===== src/rtl/chunked_adder.sv =====
// Multi-cycle add/subtract, CHUNK bits per clock, LSB chunk first.
// Valid/ready on both sides; result registered and held in DONE.
module chunked_adder #(
  parameter int WIDTH = 32,
  parameter int CHUNK = 4
) (
  input  logic             clk,
  input  logic             reset,
  input  logic             in_valid,
  output logic             in_ready,
  input  logic [WIDTH-1:0] a,
  input  logic [WIDTH-1:0] b,
  input  logic             cin,
  input  logic             sub,
  output logic             out_valid,
  input  logic             out_ready,
  output logic [WIDTH-1:0] s,
  output logic             cout,
  output logic             ovf
);

  localparam int SAFE_C = (CHUNK < 1) ? 1 : CHUNK;
  localparam int N      = (WIDTH / SAFE_C < 1) ? 1 : WIDTH / SAFE_C;
  localparam int KW     = (N > 1) ? $clog2(N) : 1;
  localparam logic [KW-1:0] KLAST = KW'(N - 1);

  if (CHUNK < 1 || WIDTH < 1 || (WIDTH % SAFE_C) != 0) begin : g_bad_params
    $error("chunked_adder: WIDTH must be a positive multiple of CHUNK");
  end

  localparam logic [1:0] IDLE = 2'd0;
  localparam logic [1:0] RUN  = 2'd1;
  localparam logic [1:0] DONE = 2'd2;

  logic [1:0]       state_q, state_d;
  logic [WIDTH-1:0] a_q, b_q, sum_q, sum_d;
  logic [WIDTH-1:0] s_q;
  logic             carry_q, sub_q, cout_q, ovf_q;
  logic [KW-1:0]    k_q;

  logic [CHUNK-1:0] ca, cb;
  logic [CHUNK:0]   csum;
  int               base;
  logic             last;

  assign in_ready  = (state_q == IDLE);
  assign out_valid = (state_q == DONE);
  assign s         = s_q;
  assign cout      = cout_q;
  assign ovf       = ovf_q;
  assign last      = (k_q == KLAST);

  // One chunk of the ripple: select chunk k, add with carry, merge into sum
  always_comb begin
    base  = int'(k_q) * CHUNK;
    ca    = a_q[base +: CHUNK];
    cb    = b_q[base +: CHUNK];
    csum  = {1'b0, ca} + {1'b0, cb} + {{CHUNK{1'b0}}, carry_q};
    sum_d = sum_q;
    sum_d[base +: CHUNK] = csum[CHUNK-1:0];
  end

  // Next-state logic for IDLE -> RUN -> DONE -> IDLE
  always_comb begin
    state_d = state_q;
    unique case (state_q)
      IDLE:    if (in_valid) state_d = RUN;
      RUN:     if (last) state_d = DONE;
      DONE:    if (out_ready) state_d = IDLE;
      default: state_d = IDLE;
    endcase
  end

  // State, operand capture, per-chunk update and result registration
  always_ff @(posedge clk) begin
    if (reset) begin
      state_q <= IDLE;
      a_q     <= '0;
      b_q     <= '0;
      sum_q   <= '0;
      s_q     <= '0;
      carry_q <= 1'b0;
      sub_q   <= 1'b0;
      cout_q  <= 1'b0;
      ovf_q   <= 1'b0;
      k_q     <= '0;
    end else begin
      state_q <= state_d;
      unique case (state_q)
        IDLE: begin
          if (in_valid) begin
            a_q     <= a;
            b_q     <= b ^ {WIDTH{sub}};
            carry_q <= cin ^ sub;
            sub_q   <= sub;
            k_q     <= '0;
          end
        end
        RUN: begin
          sum_q   <= sum_d;
          carry_q <= csum[CHUNK];
          k_q     <= k_q + 1'b1;
          if (last) begin
            s_q    <= sum_d;
            cout_q <= csum[CHUNK] ^ sub_q;
            ovf_q  <= (a_q[WIDTH-1] == b_q[WIDTH-1]) &&
                      (sum_d[WIDTH-1] != a_q[WIDTH-1]);
          end
        end
        default: ;
      endcase
    end
  end

endmodule


===== config.mk =====
export PLATFORM = sky130hd
export DESIGN_NAME = chunked_adder
export DESIGN_NICKNAME = d
export VERILOG_FILES = /design/src/rtl/chunked_adder.sv
export SDC_FILE = /design/constraint.sdc
export NUM_CORES = 1
export LEC_CHECK = 0
export CAP_MARGIN = 40
export CORE_MARGIN = 8
export CORE_UTILIZATION = 55
export CTS_BUF_LIST = sky130_fd_sc_hd__clkbuf_8
export DETAILED_ROUTE_END_ITERATION = 12
export HOLD_SLACK_MARGIN = 0.08
export PLACE_DENSITY_LB_ADDON = 0.05
export SLEW_MARGIN = 5
export SYNTH_ARGS = -nofsm -noshare
export SYNTH_HDL_FRONTEND = slang
export SYNTH_SLANG_ARGS = --single-unit

===== constraint.sdc =====
create_clock -name clk -period 4 [get_ports clk]
set_input_delay 0.8 -clock clk [delete_from_list [all_inputs] [get_ports clk]]
set_output_delay 0.8 -clock clk [all_outputs]
set_load 0.05 [all_outputs]

==> results of run 1 <==
-- layout make-up --
cell class                      count  share of cell area
Sequential cell                   137              0.3466
Timing Repair Buffer              123              0.1562
Clock inverter                     12             0.01565
Inverter                            7            0.003321
Tap cell                          143             0.02261
Multi-Input combinational cell    517              0.4208
Clock buffer                       20             0.03479
-- report_power, final --
| part | total (mW) | leakage (nW) | internal, mW | switching (mW) |
|---|---|---|---|---|
| Combinational | 0.447 | 1.35 | 0.207 | 0.240 |
| Sequential | 1.46 | 1.12 | 1.42 | 0.0379 |
| Clock | 1.13 | 0.202 | 0.599 | 0.527 |
-- kinds of logic after synthesis --
kind of cell,count (synthesis)
simple gates,281
compound gates,149
flops,137
buf+inv,69
mux,43
xor+xnor,35
fa+ha+maj,9
-- state kept, by name, summed over array words and instances, names as in the netlist --
name     flops
carry_q      1
b_q         32
sub_q        1
a_q         32
s           32
cout         1
sum_q       32
k_q          3
state_q      2
ovf          1
-- worst min-delay path, stage by stage (launching register included) --
cell,delay [ns]
dfxtp_1,0.31
nand2_1,0.05
a21oi_1,0.05
-- through the flow --
stage	utilization	power, mW	std cells	cell area, sq um	hold slack, ns
2_1_floorplan	-	1.775	723	6349	0.4329
3_3_place_gp	0.6571	1.916	923	7438	0.4392
3_5_place_dp	0.6619	1.932	926	7493	0.4470
4_1_cts	0.6972	3.048	958	7893	0.4574
5_1_grt	0.6989	3.155	959	7913	0.4759
6_report	0.6989	3.030	959	7913	0.4545
-- layer usage --
| layer | vias up | GRT usage |
|---|---|---|
| met3 | 24 | 0.04658 |
| li1 | 2677 | - |
| met1 | 2478 | 0.2396 |
| met2 | 152 | 0.3450 |
| met4 | 0 | 0.07825 |
| met5 | - | 0 |
-- synthesized netlist by cell type (all sizes together), types with 5 or more instances --
cell type,instances
a211oi,52
a21oi,65
a311oi,13
buf,15
clkbuf,47
dfxtp,137
ha,7
inv,6
mux2i,27
mux4,16
nand2,122
nand2b,11
nand3,25
nand3b,5
nor2,87
nor3,8
o21ai,8
xnor2,33
-- worst max-delay path by stage --
stage / cells after the start / end
floorplan: 12 / s[17]
global placement: 9 / s[25]
detailed placement: 9 / s[25]
CTS: 9 / s[17]
global route: 9 / s[9]
finish: 9 / s[9]
==> flow_summary_export.csv, run 1 <==
group,metric,value,unit
power_and_ir_drop,power_density,382.9,nW/um^2
route,met3_length,823,um
hold_path,holdPathStages,2,
synthesis,synthXorXnorAreaFrac,0.04829,
clock_tree,clk_path_buf_depth,2,
layout,fill_cells,942,
synthesis,synth_top_area_share,0.4320,
critical_path,cp.buffers_inverters,1,
clock_tree,clockRootBuffer,"clkbuf_8",
sta,clock_skew,0.01297,ns
route,dr.max_layer_used,"met4",
hold_path,hold_end,"s[13]",
layout,register_area,2743,sq um
clock_tree,ctsResizeCount,0,
route,route.met2.wl,7.546,mm
layout,diodes,0,
route,dr.pass1.iters,5,
placed_design,dp_slack,0.4775,ns
die,initial_core_util,0.5608,
critical_path,timing.rr.end,"s[9]",
critical_path,cp-startpoint,"k_q[0]",
route,ant_nets,0,
global_route,antenna_found_initial,0,
clock_tree,post-cts-setup-buffers,0,
critical_path,critPathMaxStageDelay,0.79,ns
synthesis,syn_nets,802,
sta,setup_violations,0,
global_route,grt_util_all_layers,0.2011,
synthesis,yosysUniqueCellTypes,48,
die,core,11320,sq um
layout,syn_to_final_growth,24.64,%
synthesis,syn_area,6349,sq um
critical_path,worstPathArrival,3.84,ns
synthesis,yosys.area_share.simple,0.2036,
placed_design,routabilityCongestion,0.8443,
critical_path,crit_fanout,12,
critical_path,timing_worst_setup_path_type,"reg -> reg",
synthesis,seq_area_frac_synth,0.4320,
route,vias,5331,
run,drv_cap,0,
critical_path,critPathCaptureType,"flip-flop",
status,status,"completed",
die,rows,39,
die,fp.dieW,123.4,um
global_route,grt_pass1_wl,24.34,mm
global_route,grt_max_degree,100,
hold_path,min_path_type,"reg -> reg",
sta,min_period,3.476,ns
die,ioPinCount,106,
critical_path,rrSetupSlack,0.52,ns
sta,slew_viol_final,0,
critical_path,critPathTopFamily,"adder cells",
synthesis,synthAdderAreaFrac,0.02010,
layout,layout_commonest_cell,"dfxtp_1",
hold_path,min-delay-start,"s[13]",
synthesis,yosysWarnings,0,
route,wl,15.03,mm
route,wl_met1,6.370,mm
critical_path,worstPathCellList,"mux4_2 -> nand2_1 -> nand2_1 -> fa_1 -> inv_1 -> fa_1 -> nor2_1 -> mux2i_1 -> a211oi_1",
sta,setup_tns,0,ns
layout,final_cell_mix,"137 x dfxtp_1, 122 x nand2_1, 103 x clkdlybuf4s50_1",
sta,fin_crit_sh,0.8691,
clock_tree,htree_levels,4,
global_route,grt_overflow,0,
route,first_iter_violations,445,
clock_tree,cts_tree,"built",
layout,multi_input_area,3329,sq um
power_and_ir_drop,leakage,2.673,nW
global_route,grt_pass1_vias,5195,
sta,worst_pin_slew,0.7218,ns
critical_path,reg2regPathDepth,9,
synthesis,synth_top_family_by_area,"simple AND/OR/NAND/NOR gates",
critical_path,r2r-start,"k_q[0]",
synthesis,synth_edf_count,0,
synthesis,async_flop_share,0,
route,vias_per_cell,5.559,
critical_path,cp_data_required_time,4.36,ns
sta,relSlewSlack,0.5188,
synthesis,syn_avg_cell_area,8.781,sq um
sta,fmax,287.6,MHz
synthesis,synthCells,723,
die,die_area,15240,sq um
synthesis,synthTopCellsByArea,"dfxtp_1 43%, nand2_1 7.2%, a211oi_1 6.1%",
synthesis,synth_compound_area_frac,0.1521,
sta,rsz0062_at_grt,"false",
placed_design,portBuffers,105,
route,drc,0,
clock_tree,cts_buffers,17,
sta,hold_viol,0,
synthesis,ys.flop_type,"dfxtp_1",
clock_tree,hold_buffers,0,
layout,drive_above_1_share,0.09926,
power_and_ir_drop,vdd_drop_max,203.9,uV
die,fp.dieH,123.4,um
clock_tree,clkTransAtPathRegs,0.08,ns
synthesis,synth-seq-cells,137,
route,wl_per_cell,15.67,um
clock_tree,cts_sinks,137,
placed_design,dp_hpwl,10.87,mm
sta,layout_setup_ws,0.5235,ns
synthesis,muxShareOfSynthArea,0.09933,
synthesis,synth_top_cell_by_area,"dfxtp_1",
critical_path,crit_slowest_cell,"dfxtp_1",
layout,final_nets,882,
clock_tree,clk_latency,0.44,ns
critical_path,cp-start-kind,"flip-flop",
(Power assumes the default switching activity.)
==> run 2, diff against run 1 <==
CAP_MARGIN = not set   (was 40)
CTS_CLUSTER_SIZE = 24   (was not set)
==> flow_summary_export.csv, run 2 (synthesis results as in run 1) <==
group,metric,value,unit
critical_path,cp-startpoint,"k_q[0]",
placed_design,routabilityCongestion,0.8443,
route,dr.pass1.iters,5,
global_route,grt_overflow,0,
die,fp.dieW,123.4,um
sta,hold_viol,0,
global_route,grt_pass1_wl,24.05,mm
critical_path,crit_fanout,12,
route,drc,0,
sta,setup_tns,0,ns
clock_tree,htree_levels,4,
placed_design,portBuffers,105,
route,vias_per_cell,5.585,
critical_path,timing_worst_setup_path_type,"reg -> reg",
die,ioPinCount,106,
sta,setup_violations,0,
global_route,grt_pass1_vias,5179,
critical_path,cp_data_required_time,4.36,ns
die,initial_core_util,0.5608,
global_route,grt_max_degree,100,
clock_tree,clk_path_buf_depth,2,
sta,rsz0062_at_grt,"false",
route,ant_nets,0,
clock_tree,clkTransAtPathRegs,0.08,ns
layout,fin_area,7871,sq um
placed_design,place_area,7438,sq um
critical_path,cp-start-kind,"flip-flop",
sta,fmax,286.3,MHz
power_and_ir_drop,power_density,394.8,nW/um^2
die,fp.dieH,123.4,um
sta,worst_pin_slew,1.140,ns
clock_tree,clk_latency,0.45,ns
placed_design,dp_slack,0.4623,ns
route,first_iter_violations,453,
critical_path,critPathMaxStageDelay,0.80,ns
layout,final_nets,878,
sta,relSlewSlack,0.2383,
sta,layout_setup_ws,0.5076,ns
layout,syn_to_final_growth,23.99,%
power_and_ir_drop,p_total,3.108,mW
die,rows,39,
route,wl_per_cell,15.51,um
status,status,"completed",
global_route,antenna_found_initial,0,
clock_tree,cts_sinks,137,
die,core,11320,sq um
clock_tree,clockRootBuffer,"clkbuf_8",
layout,diodes,0,
sta,fin_crit_sh,0.8731,
clock_tree,post-cts-setup-buffers,0,
critical_path,timing.rr.end,"s[25]",
route,vias,5334,
critical_path,worstPathCellList,"mux4_2 -> nand2_1 -> nand2_1 -> fa_1 -> inv_1 -> fa_1 -> nor2_1 -> mux2i_1 -> a211oi_1",
power_and_ir_drop,vdd_drop_max,241.4,uV
hold_path,min-delay-start,"s[1]",
critical_path,r2r-start,"k_q[0]",
critical_path,crit_slowest_cell,"dfxtp_1",
critical_path,worstPathArrival,3.85,ns
hold_path,holdPathStages,2,
clock_tree,cts_buffers,17,
critical_path,critPathCaptureType,"flip-flop",
route,wl,14.81,mm
hold_path,hold_end,"s[1]",
die,die_area,15240,sq um
critical_path,critPathTopFamily,"adder cells",
critical_path,reg2regPathDepth,9,
critical_path,rrSetupSlack,0.51,ns
critical_path,cp.buffers_inverters,1,
clock_tree,ctsResizeCount,0,
power_and_ir_drop,leakage,2.658,nW
layout,layout_commonest_cell,"dfxtp_1",
placed_design,dp_hpwl,10.59,mm
clock_tree,cts_tree,"built",
run,drv_cap,0,
clock_tree,hold_buffers,0,
layout,final_cell_mix,"137 x dfxtp_1, 122 x nand2_1, 103 x clkdlybuf4s50_1",
layout,drive_above_1_share,0.09606,
global_route,grt_util_all_layers,0.1988,
hold_path,min_path_type,"reg -> reg",
sta,clock_skew,0.009981,ns
sta,slew_viol_final,0,
sta,min_period,3.492,ns
-- run 2: worst max-delay path by stage --
stage | to | depth (start not counted) | slack [ns]
after global placement | s[25] | 9 | 0.55
after CTS | s[25] | 9 | 0.44
after floorplan | s[17] | 12 | 0.72
after global routing | s[9] | 9 | 0.18
after detailed placement | s[25] | 9 | 0.46
final | s[25] | 9 | 0.51
-- run 2: metrics by stage --
step	hold WS [ns]	util	std cells
after floorplan	0.4329	-	723
after CTS	0.4576	0.6953	955
final	0.4560	0.6953	955
after global routing	0.4752	0.6953	955
after detailed placement	0.4471	0.6571	923
after global placement	0.4392	0.6571	923
-- run 2: layout make-up --
type / count / area [sq um]
tap: 143 / 178.9
clock buffer: 21 / 289.0
sequential: 137 / 2743
clock inverter: 11 / 143.9
multi-input combinational: 517 / 3329
timing repair buffer: 119 / 1161
inverter: 7 / 26.28
fill: 936 / 3450
-- run 2: worst register-to-register path: cells and delay by family, from the launching register on --
family / cells / cell delay (ns)
multiplexers: 2 / 0.74
AND/OR/NAND/NOR: 3 / 0.59
adder cells (fa/ha/maj): 2 / 0.95
buffers and inverters: 1 / 0.10
flip-flops: 1 / 0.80
AO/OA/AOI/OAI: 1 / 0.23
-- run 2: per-layer routing --
| metal | global-route usage | wire [um] | up-vias |
|---|---|---|---|
| met5 | 0 | 0 | - |
| met4 | 0.09180 | 385 | 0 |
| met3 | 0.04977 | 766 | 33 |
| met2 | 0.3366 | 7262 | 162 |
| met1 | 0.2328 | 6397 | 2466 |
| li1 | - | - | 2673 |
-- run 2: power by group --
group	internal, mW	total, mW	switching, mW
sequential	1.42	1.46	0.0375
combinational	0.201	0.437	0.236
clock	0.681	1.21	0.532
total	2.30	3.11	0.805
==> RTL edit (config.mk and constraints of run 2) <==
Change the parameter `CHUNK` from 4 to 2.
--- a/src/rtl/chunked_adder.sv
+++ b/src/rtl/chunked_adder.sv
@@ -4,3 +4,3 @@
   parameter int WIDTH = 32,
-  parameter int CHUNK = 4
+  parameter int CHUNK = 2
 ) (
Function: changed (Yosys sat finds a counterexample within 10 cycles, from zero or initial values and one cycle with reset high).
==> RTL edit against run 2 <==
- sequential cell count is 1 higher
- maximum frequency fell by 5.6%
- synthesized area increased by 3.6%
- total power fell by 0.27%
- first-iteration DRC count decreased by 23%
- worst setup slack lost 0.21 ns
- synthesized cell count fell by 0.14%
- clock skew about the same
- cell area increased by 2.4%
- critical path depth grew 4
- critical path type unchanged
- final cell count fell by 0.21%
- routed wire length rose by 7.9%
==> RTL edit: results <==
export IMPL_synth_cell_type_count=50
export IMPL_max_cap_violations=0
export IMPL_placedInstanceArea_um2=7640
export IMPL_dr_pass1_iters=5
export IMPL_syn_nets=799
export IMPL_worstHoldPathType="flip-flop to flip-flop"
export IMPL_grt_use_total_pct=20.4
export IMPL_final_hold_violation_count=0
export IMPL_numPortBuffers=105
export IMPL_root_buffer="clkbuf_8"
export IMPL_ys_seq_area_share_pct=42.0
export IMPL_fin_skew_ns=0.0100
export IMPL_ys_warn_count=0
export IMPL_num_vias=5403
export IMPL_critPathMaxStageDelay_ns=0.61
export IMPL_drive_gt1_share_pct=10.7
export IMPL_post_place_cells=921
export IMPL_worstMarginPinSlew_ns=1.11
export IMPL_dp_hpwl_um=11200
export IMPL_insertion_delay_ns=0.47
export IMPL_drt_total_wl_um=16000
export IMPL_peakVddDrop_v=0.000240
export IMPL_cts_clk_slew_worst_paths_ns=0.08
export IMPL_cp_arrival_ns=4.06
export IMPL_drtIter0Drc=347
export IMPL_grt_pass1_wl_um=26100
export IMPL_cts_made_buffers=17
export IMPL_grt_antenna_before_repair=0
export IMPL_gp_congestion=0.800
export IMPL_fin_cells=953
export IMPL_synthFlopType="dfxtp_1"
export IMPL_synth_area_top_cells="dfxtp_1 42%, a211oi_1 7.2%, mux2i_1 5.8%, mux4_2 5.5%, nand2_1 5.4%"
export IMPL_final_nets=870
export IMPL_p_leak_nw=2.72
export IMPL_h_tree_depth=4
export IMPL_critPathSlowestCell="fa_1"
export IMPL_diodes=0
export IMPL_status="finished clean"
export IMPL_syn_area_per_cell_um2=9.11
export IMPL_grt_pass1_vias=5344
export IMPL_pre_cts_ws_ns=0.211
export IMPL_critPathMaxFanout=11
export IMPL_cts_max_path_buffers=2
export IMPL_grt_max_degree=100
export IMPL_synth_commonest_cells="138 x dfxtp_1, 94 x nand2_1, 91 x nor2_1, 63 x a211oi_1, 61 x a21oi_1"
[RTL edit: area by class of cell]
cell class	count	area, um2
inverters	8	30.0
fillers	935	3800
multi-input cells	510	3510
flip-flops and latches	138	2770
repair buffers	118	1150
well taps	147	184
clock buffers	18	248
clock inverters	14	173
[RTL edit: cell families after synthesis]
family | share of synthesized area [%]
AO/OA/AOI/OAI | 19.8
XOR/XNOR | 4.91
adder cells (fa/ha/maj) | 1.56
buffers and inverters | 4.89
flip-flops | 42.0
multiplexers | 11.6
AND/OR/NAND/NOR | 15.2
[RTL edit: repair_timing]
action,CTS,global route
setup endpoints to repair,0,1
resized for setup,0,1
setup buffers,0,0
hold buffers,0,0
[RTL edit: worst reg2reg max path, stage by stage (launching register included)]
cell,delay [ns]
dfxtp_4,0.45
buf_4,0.24
mux4_2,0.52
nand2_1,0.08
and3_1,0.15
a21oi_1,0.05
fa_1,0.37
inv_1,0.08
fa_1,0.61
nor3b_1,0.27
buf_4,0.17
o2111a_1,0.23
o21ai_0,0.10
a311oi_1,0.29
[RTL edit: routing by layer]
metal  up-vias  global-route usage (%)  wire length [um]
met5         -                       0                 0
met2       134                    34.6              7890
met1      2535                    23.2              6890
met3        26                    6.37               856
met4         0                    8.52               348
li1       2708                       -                 -
[RTL edit: final timing paths]
| kind | from | to | slack (ns) | depth (start not counted) |
|---|---|---|---|---|
| hold / removal | a_q[0] | a_q[0] | 0.46 | 2 |
| hold reg to reg | a_q[0] | a_q[0] | 0.46 | 2 |
| setup reg to reg | k_q[0] | ovf | 0.30 | 13 |
| setup / recovery | k_q[0] | ovf | 0.30 | 13 |
[RTL edit: power breakdown]
part           switching, W  internal (W)
clock network      0.000568      0.000633
registers         0.0000388       0.00143
logic              0.000233      0.000195
total              0.000841       0.00226
